--- src/rtl/qspim_ctrl_if.sv ---
// qspim_ctrl_if: register request port and QSPI pins of the quad-SPI master.
// master = controller side, slave = requester / flash-side view.
interface qspim_ctrl_if;
    logic        reg_wr;
    logic        reg_rd;
    logic [23:0] reg_addr;
    logic [3:0]  reg_be;
    logic [31:0] reg_wdata;
    logic [31:0] reg_rdata;
    logic        reg_ack;
    logic        busy;
    logic        sclk;
    logic        ssn;
    logic [3:0]  sdout;
    logic        sdout_oen;
    logic [3:0]  sdin;

    modport master (
        input  reg_wr, reg_rd, reg_addr, reg_be, reg_wdata, sdin,
        output reg_rdata, reg_ack, busy, sclk, ssn, sdout, sdout_oen
    );

    modport slave (
        output reg_wr, reg_rd, reg_addr, reg_be, reg_wdata, sdin,
        input  reg_rdata, reg_ack, busy, sclk, ssn, sdout, sdout_oen
    );
endinterface

--- src/rtl/qspim_ctrl.sv ---
// qspim_ctrl: quad-SPI master, one register request -> one 4-lane frame.
// Optional QSPIM_LATE_SAMPLE_EN: read data sampled on falling sclk edges.
module qspim_ctrl #(
    parameter int CLK_DIV   = 1,
    parameter int DUMMY_CYC = 8,
    parameter int CS_GAP    = 2
) (
    input  logic         sys_clk,
    input  logic         rst_n,
    qspim_ctrl_if.master bus
);

    localparam logic [7:0] DIV   = 8'(CLK_DIV);
    localparam logic [4:0] DLAST = 5'(DUMMY_CYC - 1);
    localparam logic [3:0] GLAST = 4'(CS_GAP - 1);

    typedef enum logic [2:0] {
        S_IDLE, S_CMD, S_ADDR, S_WDATA,
        S_DUMMY, S_RDATA, S_DONE, S_GAP
    } state_t;

    state_t      r_state;
    state_t      w_next;
    logic [7:0]  r_div;
    logic        r_sclk;
    logic        r_ssn;
    logic        r_oen;
    logic        r_ack;
    logic        r_rd;
    logic [3:0]  r_sdout;
    logic [59:0] r_tx;
    logic [31:0] r_shift;
    logic [31:0] r_rdata;
    logic [4:0]  r_cnt;
    logic [3:0]  r_gap;

    logic w_req;
    logic w_tick;
    logic w_active;
    logic w_dphase;
    logic w_rise;
    logic w_fall;
    logic w_end;
    logic w_last;

    assign w_req    = bus.reg_wr | bus.reg_rd;
    assign w_tick   = (r_div == DIV);
    assign w_active = (r_state == S_CMD) || (r_state == S_ADDR) ||
                      (r_state == S_WDATA) || (r_state == S_DUMMY) ||
                      (r_state == S_RDATA);
    assign w_dphase = (r_state == S_DUMMY) || (r_state == S_RDATA);
    assign w_rise   = w_tick & ~r_sclk & w_active;
    assign w_fall   = w_tick & r_sclk;
    assign w_end    = w_tick & ~r_sclk & (r_state == S_DONE);

    // Last rising edge of the current phase
    always_comb begin
        w_last = 1'b0;
        case (r_state)
            S_CMD:   w_last = (r_cnt == 5'd1);
            S_ADDR:  w_last = (r_cnt == 5'd5);
            S_WDATA: w_last = (r_cnt == 5'd7);
            S_RDATA: w_last = (r_cnt == 5'd7);
            S_DUMMY: w_last = (r_cnt == DLAST);
            default: w_last = 1'b0;
        endcase
    end

    // FSM state register
    always_ff @(posedge sys_clk or negedge rst_n) begin
        if (!rst_n) r_state <= S_IDLE;
        else        r_state <= w_next;
    end

    // FSM next-state logic
    always_comb begin
        w_next = r_state;
        unique case (r_state)
            S_IDLE:  if (w_req) w_next = S_CMD;
            S_CMD:   if (w_rise && w_last) w_next = S_ADDR;
            S_ADDR:  if (w_rise && w_last) w_next = r_rd ? S_DUMMY : S_WDATA;
            S_WDATA: if (w_rise && w_last) w_next = S_DONE;
            S_DUMMY: if (w_rise && w_last) w_next = S_RDATA;
            S_RDATA: if (w_rise && w_last) w_next = S_DONE;
            S_DONE:  if (w_end) w_next = S_GAP;
            S_GAP:   if (r_gap == GLAST) w_next = S_IDLE;
            default: w_next = S_IDLE;
        endcase
    end

    // sclk half-period divider, parked at zero outside a frame
    always_ff @(posedge sys_clk or negedge rst_n) begin
        if (!rst_n)                                  r_div <= '0;
        else if (r_state == S_IDLE || r_state == S_GAP) r_div <= '0;
        else if (w_tick)                             r_div <= '0;
        else                                         r_div <= r_div + 8'd1;
    end

    // Frame datapath: pins, nibble shifter, read capture, ack
    always_ff @(posedge sys_clk or negedge rst_n) begin
        if (!rst_n) begin
            r_sclk  <= 1'b0;
            r_ssn   <= 1'b1;
            r_oen   <= 1'b1;
            r_ack   <= 1'b0;
            r_rd    <= 1'b0;
            r_sdout <= '0;
            r_tx    <= '0;
            r_shift <= '0;
            r_rdata <= '0;
            r_cnt   <= '0;
            r_gap   <= '0;
        end else begin
            r_ack <= 1'b0;
            if (r_state == S_IDLE) begin
                if (w_req) begin
                    // write wins when both are held
                    r_rd    <= ~bus.reg_wr;
                    r_sdout <= bus.reg_wr ? 4'h2 : 4'hB;
                    r_tx    <= {bus.reg_be, bus.reg_addr, bus.reg_wdata};
                    r_ssn   <= 1'b0;
                    r_oen   <= 1'b0;
                    r_sclk  <= 1'b0;
                    r_cnt   <= '0;
                end
            end else if (w_rise) begin
                r_sclk <= 1'b1;
                r_cnt  <= w_last ? 5'd0 : r_cnt + 5'd1;
`ifndef QSPIM_LATE_SAMPLE_EN
                if (r_state == S_RDATA)
                    r_shift <= {r_shift[27:0], bus.sdin};
`endif
            end else if (w_fall) begin
                r_sclk <= 1'b0;
                if (w_dphase) begin
                    r_oen   <= 1'b1;
                    r_sdout <= 4'h0;
                end else if (r_state != S_DONE) begin
                    r_sdout <= r_tx[59:56];
                    r_tx    <= {r_tx[55:0], 4'h0};
                end
`ifdef QSPIM_LATE_SAMPLE_EN
                // nine shifts per read; the first (a dummy nibble) drops out
                if (r_state == S_RDATA || (r_state == S_DONE && r_rd))
                    r_shift <= {r_shift[27:0], bus.sdin};
`endif
            end else if (w_end) begin
                r_ssn   <= 1'b1;
                r_oen   <= 1'b1;
                r_sdout <= 4'h0;
                r_ack   <= 1'b1;
                r_gap   <= '0;
                if (r_rd) r_rdata <= r_shift;
            end else if (r_state == S_GAP) begin
                r_gap <= r_gap + 4'd1;
            end
        end
    end

    assign bus.sclk      = r_sclk;
    assign bus.ssn       = r_ssn;
    assign bus.sdout     = r_sdout;
    assign bus.sdout_oen = r_oen;
    assign bus.reg_ack   = r_ack;
    assign bus.reg_rdata = r_rdata;
    assign bus.busy      = (r_state != S_IDLE);

endmodule

--- src/flat_wrapper.sv ---
// flat-port wrapper written by rule: the top's interface ports become plain ports
module qspim_ctrl_flat 
#(
    parameter int CLK_DIV   = 1,
    parameter int DUMMY_CYC = 8,
    parameter int CS_GAP    = 2
)
  (sys_clk, rst_n, bus_reg_wr, bus_reg_rd, bus_reg_addr, bus_reg_be, bus_reg_wdata, bus_sdin, bus_reg_rdata, bus_reg_ack, bus_busy, bus_sclk, bus_ssn, bus_sdout, bus_sdout_oen);
  qspim_ctrl_if bus_i ();
  input  logic sys_clk;
  input  logic rst_n;
  input wire logic [$bits(bus_i.reg_wr)-1:0] bus_reg_wr;
  input wire logic [$bits(bus_i.reg_rd)-1:0] bus_reg_rd;
  input wire logic [$bits(bus_i.reg_addr)-1:0] bus_reg_addr;
  input wire logic [$bits(bus_i.reg_be)-1:0] bus_reg_be;
  input wire logic [$bits(bus_i.reg_wdata)-1:0] bus_reg_wdata;
  input wire logic [$bits(bus_i.sdin)-1:0] bus_sdin;
  output wire logic [$bits(bus_i.reg_rdata)-1:0] bus_reg_rdata;
  output wire logic [$bits(bus_i.reg_ack)-1:0] bus_reg_ack;
  output wire logic [$bits(bus_i.busy)-1:0] bus_busy;
  output wire logic [$bits(bus_i.sclk)-1:0] bus_sclk;
  output wire logic [$bits(bus_i.ssn)-1:0] bus_ssn;
  output wire logic [$bits(bus_i.sdout)-1:0] bus_sdout;
  output wire logic [$bits(bus_i.sdout_oen)-1:0] bus_sdout_oen;
  assign bus_i.reg_wr = bus_reg_wr;
  assign bus_i.reg_rd = bus_reg_rd;
  assign bus_i.reg_addr = bus_reg_addr;
  assign bus_i.reg_be = bus_reg_be;
  assign bus_i.reg_wdata = bus_reg_wdata;
  assign bus_i.sdin = bus_sdin;
  assign bus_reg_rdata = bus_i.reg_rdata;
  assign bus_reg_ack = bus_i.reg_ack;
  assign bus_busy = bus_i.busy;
  assign bus_sclk = bus_i.sclk;
  assign bus_ssn = bus_i.ssn;
  assign bus_sdout = bus_i.sdout;
  assign bus_sdout_oen = bus_i.sdout_oen;
  qspim_ctrl #(.CLK_DIV(CLK_DIV), .DUMMY_CYC(DUMMY_CYC), .CS_GAP(CS_GAP)) u_core (.sys_clk(sys_clk), .rst_n(rst_n), .bus(bus_i));
endmodule
--- config.mk ---
export PLATFORM = sky130hd
export DESIGN_NAME = qspim_ctrl_flat
export DESIGN_NICKNAME = d
export VERILOG_FILES = /design/src/rtl/qspim_ctrl_if.sv /design/src/rtl/qspim_ctrl.sv /design/src/flat_wrapper.sv
export SDC_FILE = /design/constraint.sdc
export NUM_CORES = 1
export LEC_CHECK = 0
export ABC_AREA = 1
export BUFFER_PORTS_ARGS = -buffer_cell sky130_fd_sc_hd__buf_2
export CAP_MARGIN = 10
export CORE_MARGIN = 1
export CORE_UTILIZATION = 25
export CTS_BUF_LIST = sky130_fd_sc_hd__clkbuf_8 sky130_fd_sc_hd__clkbuf_16
export DETAILED_ROUTE_END_ITERATION = 8
export GPL_ROUTABILITY_DRIVEN = 0
export SETUP_SLACK_MARGIN = 0.02
export SYNTH_ARGS = -nofsm -noshare
export SYNTH_HDL_FRONTEND = slang
export SYNTH_SLANG_ARGS = --single-unit
--- constraint.sdc ---
create_clock -name sys_clk -period 4.85 [get_ports sys_clk]
set_input_delay 0.97 -clock sys_clk [delete_from_list [all_inputs] [get_ports sys_clk]]
set_output_delay 0.97 -clock sys_clk [all_outputs]
set_load 0.05 [all_outputs]
==> results.json <==
{
  "status": "finished, final reports clean",
  "yosys_warnings": 0,
  "rsz0062_at_grt": "no",
  "crit_arrival_ns": 3.09,
  "synth_edf_count": 0,
  "yosysTopAreaCellShare": 0.553,
  "period_needed_ns": 2.80,
  "synth_ff_type": "dfrtp_1",
  "synth_area_leaders": "dfrtp_1, nand2_1, mux2i_1",
  "cp_max_fo": 88,
  "grt-ovfl-total": 0,
  "worst_hold_path_type": "reg2reg",
  "drive_gt1_frac": 0.197,
  "path_clk_slew_ns": 0.07,
  "setup_viol": 0,
  "die_x_um": 167,
  "maxSlewViolCount": 0,
  "cts_root_buf": "clkbuf_16",
  "instances_no_fill": 1188,
  "synth_most_common_cell": "nand2_1",
  "synth.net_count": 806,
  "numCtsBuffers": 17,
  "totalWireLength_um": 15300,
  "start_util": 0.254,
  "post_drt_wl_per_cell_um": 12.8,
  "drcViolationCount": 0,
  "die-area_um2": 28000,
  "leakagePower_nw": 4.27,
  "p_sw_w": 0.00200,
  "syn_inst": 733,
  "clkLatencyLatePin_ns": 0.43,
  "synthArstFlopShare": 1.00,
  "final_area_um2": 8330,
  "ant_nets": 0,
  "pwr-share-comb": 0.352,
  "place_ws_ns": 1.95,
  "swShare": 0.388,
  "cts.hold.buffers_added": 0,
  "cts.htree.levels": 4,
  "startpoint_type": "flop",
  "grt_pass1_wl_um": 25800,
  "drv_cap": 0,
  "ir_drop_mv": 0.311,
  "synth-seq-area-share": 0.560,
  "p_int_w": 0.00316,
  "total_power_w": 0.00516,
  "multi_input_area_um2": 2600,
  "vias": 5136,
  "p_clk_frac": 0.286,
  "criticalPathCategory": "reg2reg",
  "groute.usage.overall": 0.115,
  "rows": 60,
  "via_per_inst": 4.32,
  "die_h_um": 167,
  "cts.repair.resized": 0,
  "nNetsFinal": 906,
  "critPathCaptureType": "flop",
  "ys_ff_latch": 153,
  "p_seq_frac": 0.362,
  "hold_viol": 0,
  "dpl_cell_area_um2": 7680,
  "ys_top_cells_by_count": "nand2_1, dfrtp_1, o21ai_0",
  "cp.required_ns": 5.14,
  "clk_path_buf_depth": 2,
  "cts_setup_buffers": 0,
  "whs_path_depth": 2,
  "syn_to_final_growth_pct": 21.9,
  "cts_tree": "built",
  "syn_area_um2": 6840,
  "worst_clock_skew_ns": 0.0144,
  "dp.cells": 1155,
  "relSlewSlack": 0.288,
  "power_density_nw_per_um2": 619,
  "reg2regPathDepth": 10,
  "dp_hpwl_um": 10500,
  "pin_count": 109,
  "fillerInstances": 2819,
  "period_share": 0.578,
  "antenna_found_initial": 3,
  "numClockSinks": 153,
  "yosys.area.top_type": "dfrtp_1",
  "setup-tns-final_ns": 0,
  "avgSynthCellArea_um2": 9.33,
  "portBuffers": 108,
  "yosysUniqueCellTypes": 31,
  "fmax_mhz": 357,
  "worst_pin_slew_ns": 1.06,
  "dr.pass1.iters": 4,
  "dr.first_iter.drc_count": 295,
  "fin_ws_ns": 2.05,
  "regArea_um2": 3830,
  "grt_max_degree": 104,
  "grt_pass1_vias": 5084,
  "coreArea_um2": 26900
}
==> per-layer routing <==
layer | global-route usage | vias up | routed length [um]
met3 | 0.0347 | 21 | 796
met4 | 0.0387 | 4 | 201
met2 | 0.175 | 119 | 6690
li1 | - | 2597 | -
met1 | 0.156 | 2395 | 7550
met5 | 0 | - | 22
==> flip-flops by register name, indices dropped and copies added, names as in the netlist, 3 cells and up <==
name	flops
u_core.r_shift	32
u_core.r_tx	60
u_core.r_div	8
u_core.r_state	3
u_core.r_gap	4
u_core.r_cnt	5
u_core.bus.reg_rdata	32
u_core.bus.sdout	4
==> final timing paths <==
| kind | startpoint | to | slack [ns] |
|---|---|---|---|
| setup / recovery | u_core.r_div[1] | u_core.r_tx[25] | 2.05 |
| min in group asynchronous | rst_n | u_core.bus.reg_rdata[29] | 0.67 |
| max in group asynchronous | rst_n | u_core.r_tx[30] | 3.23 |
| setup reg to reg | u_core.r_div[1] | u_core.r_tx[25] | 2.05 |
| hold reg to reg | u_core.bus.sdout_oen | u_core.bus.sdout_oen | 0.46 |
| hold / removal | u_core.bus.sdout_oen | u_core.bus.sdout_oen | 0.46 |
==> through the flow <==
stage / hold WS (ns) / utilization
floorplan: 0.442 / -
global placement: 0.454 / 0.286
detailed placement: 0.456 / 0.286
CTS: 0.468 / 0.310
global route: 0.477 / 0.310
finish: 0.464 / 0.310
==> power groups by stage <==
stage          Sequential (W)  Clock, W  Combinational (W)
2_1_floorplan         0.00195         0            0.00141
3_3_place_gp          0.00188         0            0.00180
3_5_place_dp          0.00189         0            0.00184
4_1_cts               0.00187   0.00152            0.00184
5_1_grt               0.00192   0.00156            0.00207
6_report              0.00187   0.00147            0.00182
==> logic make-up (layout without fill, tap and decap cells) <==
family,count (synthesis),count (layout),synth area share
buf+inv,96,209,0.0611
other cells,0,1,0
flops,153,153,0.560
fa+ha+maj,5,5,0.00915
simple gates,282,282,0.176
compound gates,133,133,0.101
xor+xnor,8,8,0.0102
mux,56,56,0.0820
==> layout make-up <==
class,instances,area share
Antenna cell,1,0.000300
Clock buffer,17,0.0511
Clock inverter,15,0.0270
Inverter,64,0.0288
Multi-Input combinational cell,484,0.312
Sequential cell,153,0.460
Tap cell,341,0.0512
Timing Repair Buffer,113,0.0701
==> cell usage in the layout, fill, tap and decap left out, types with 2 or more instances in the layout <==
master / synthesis / final
buf_4: 1 / 5
buf_2: 13 / 107
xnor2_1: 3 / 3
dfrtp_1: 151 / 151
o21ai_2: 6 / 6
nand2_1: 206 / 204
nand4_1: 10 / 10
inv_1: 61 / 61
nand2_2: 3 / 4
bufinv_16: 0 / 4
nand3_1: 29 / 29
nor3_1: 3 / 3
mux2i_1: 56 / 56
inv_6: 0 / 4
nand3_2: 3 / 3
nor2_1: 21 / 21
inv_2: 2 / 2
clkinv_4: 0 / 2
xor2_1: 5 / 5
dfstp_2: 2 / 2
clkbuf_16: 0 / 17
o21ai_1: 39 / 39
o22ai_1: 2 / 2
ha_1: 5 / 5
o21ai_0: 84 / 84
nor3b_1: 3 / 3
inv_8: 0 / 4
==> worst max-delay path, cell delays in order, from the launching register on <==
cell and delay, ns:
dfrtp_1 0.39, inv_1 0.08, ha_1 0.18, nand3_1 0.14
nor3_4 0.31, nand2_2 0.10, nand2_2 0.10, nand3b_4 0.64
buf_4 0.51, nand2_1 0.08, o21ai_0 0.09
(Power assumes the default switching activity.)
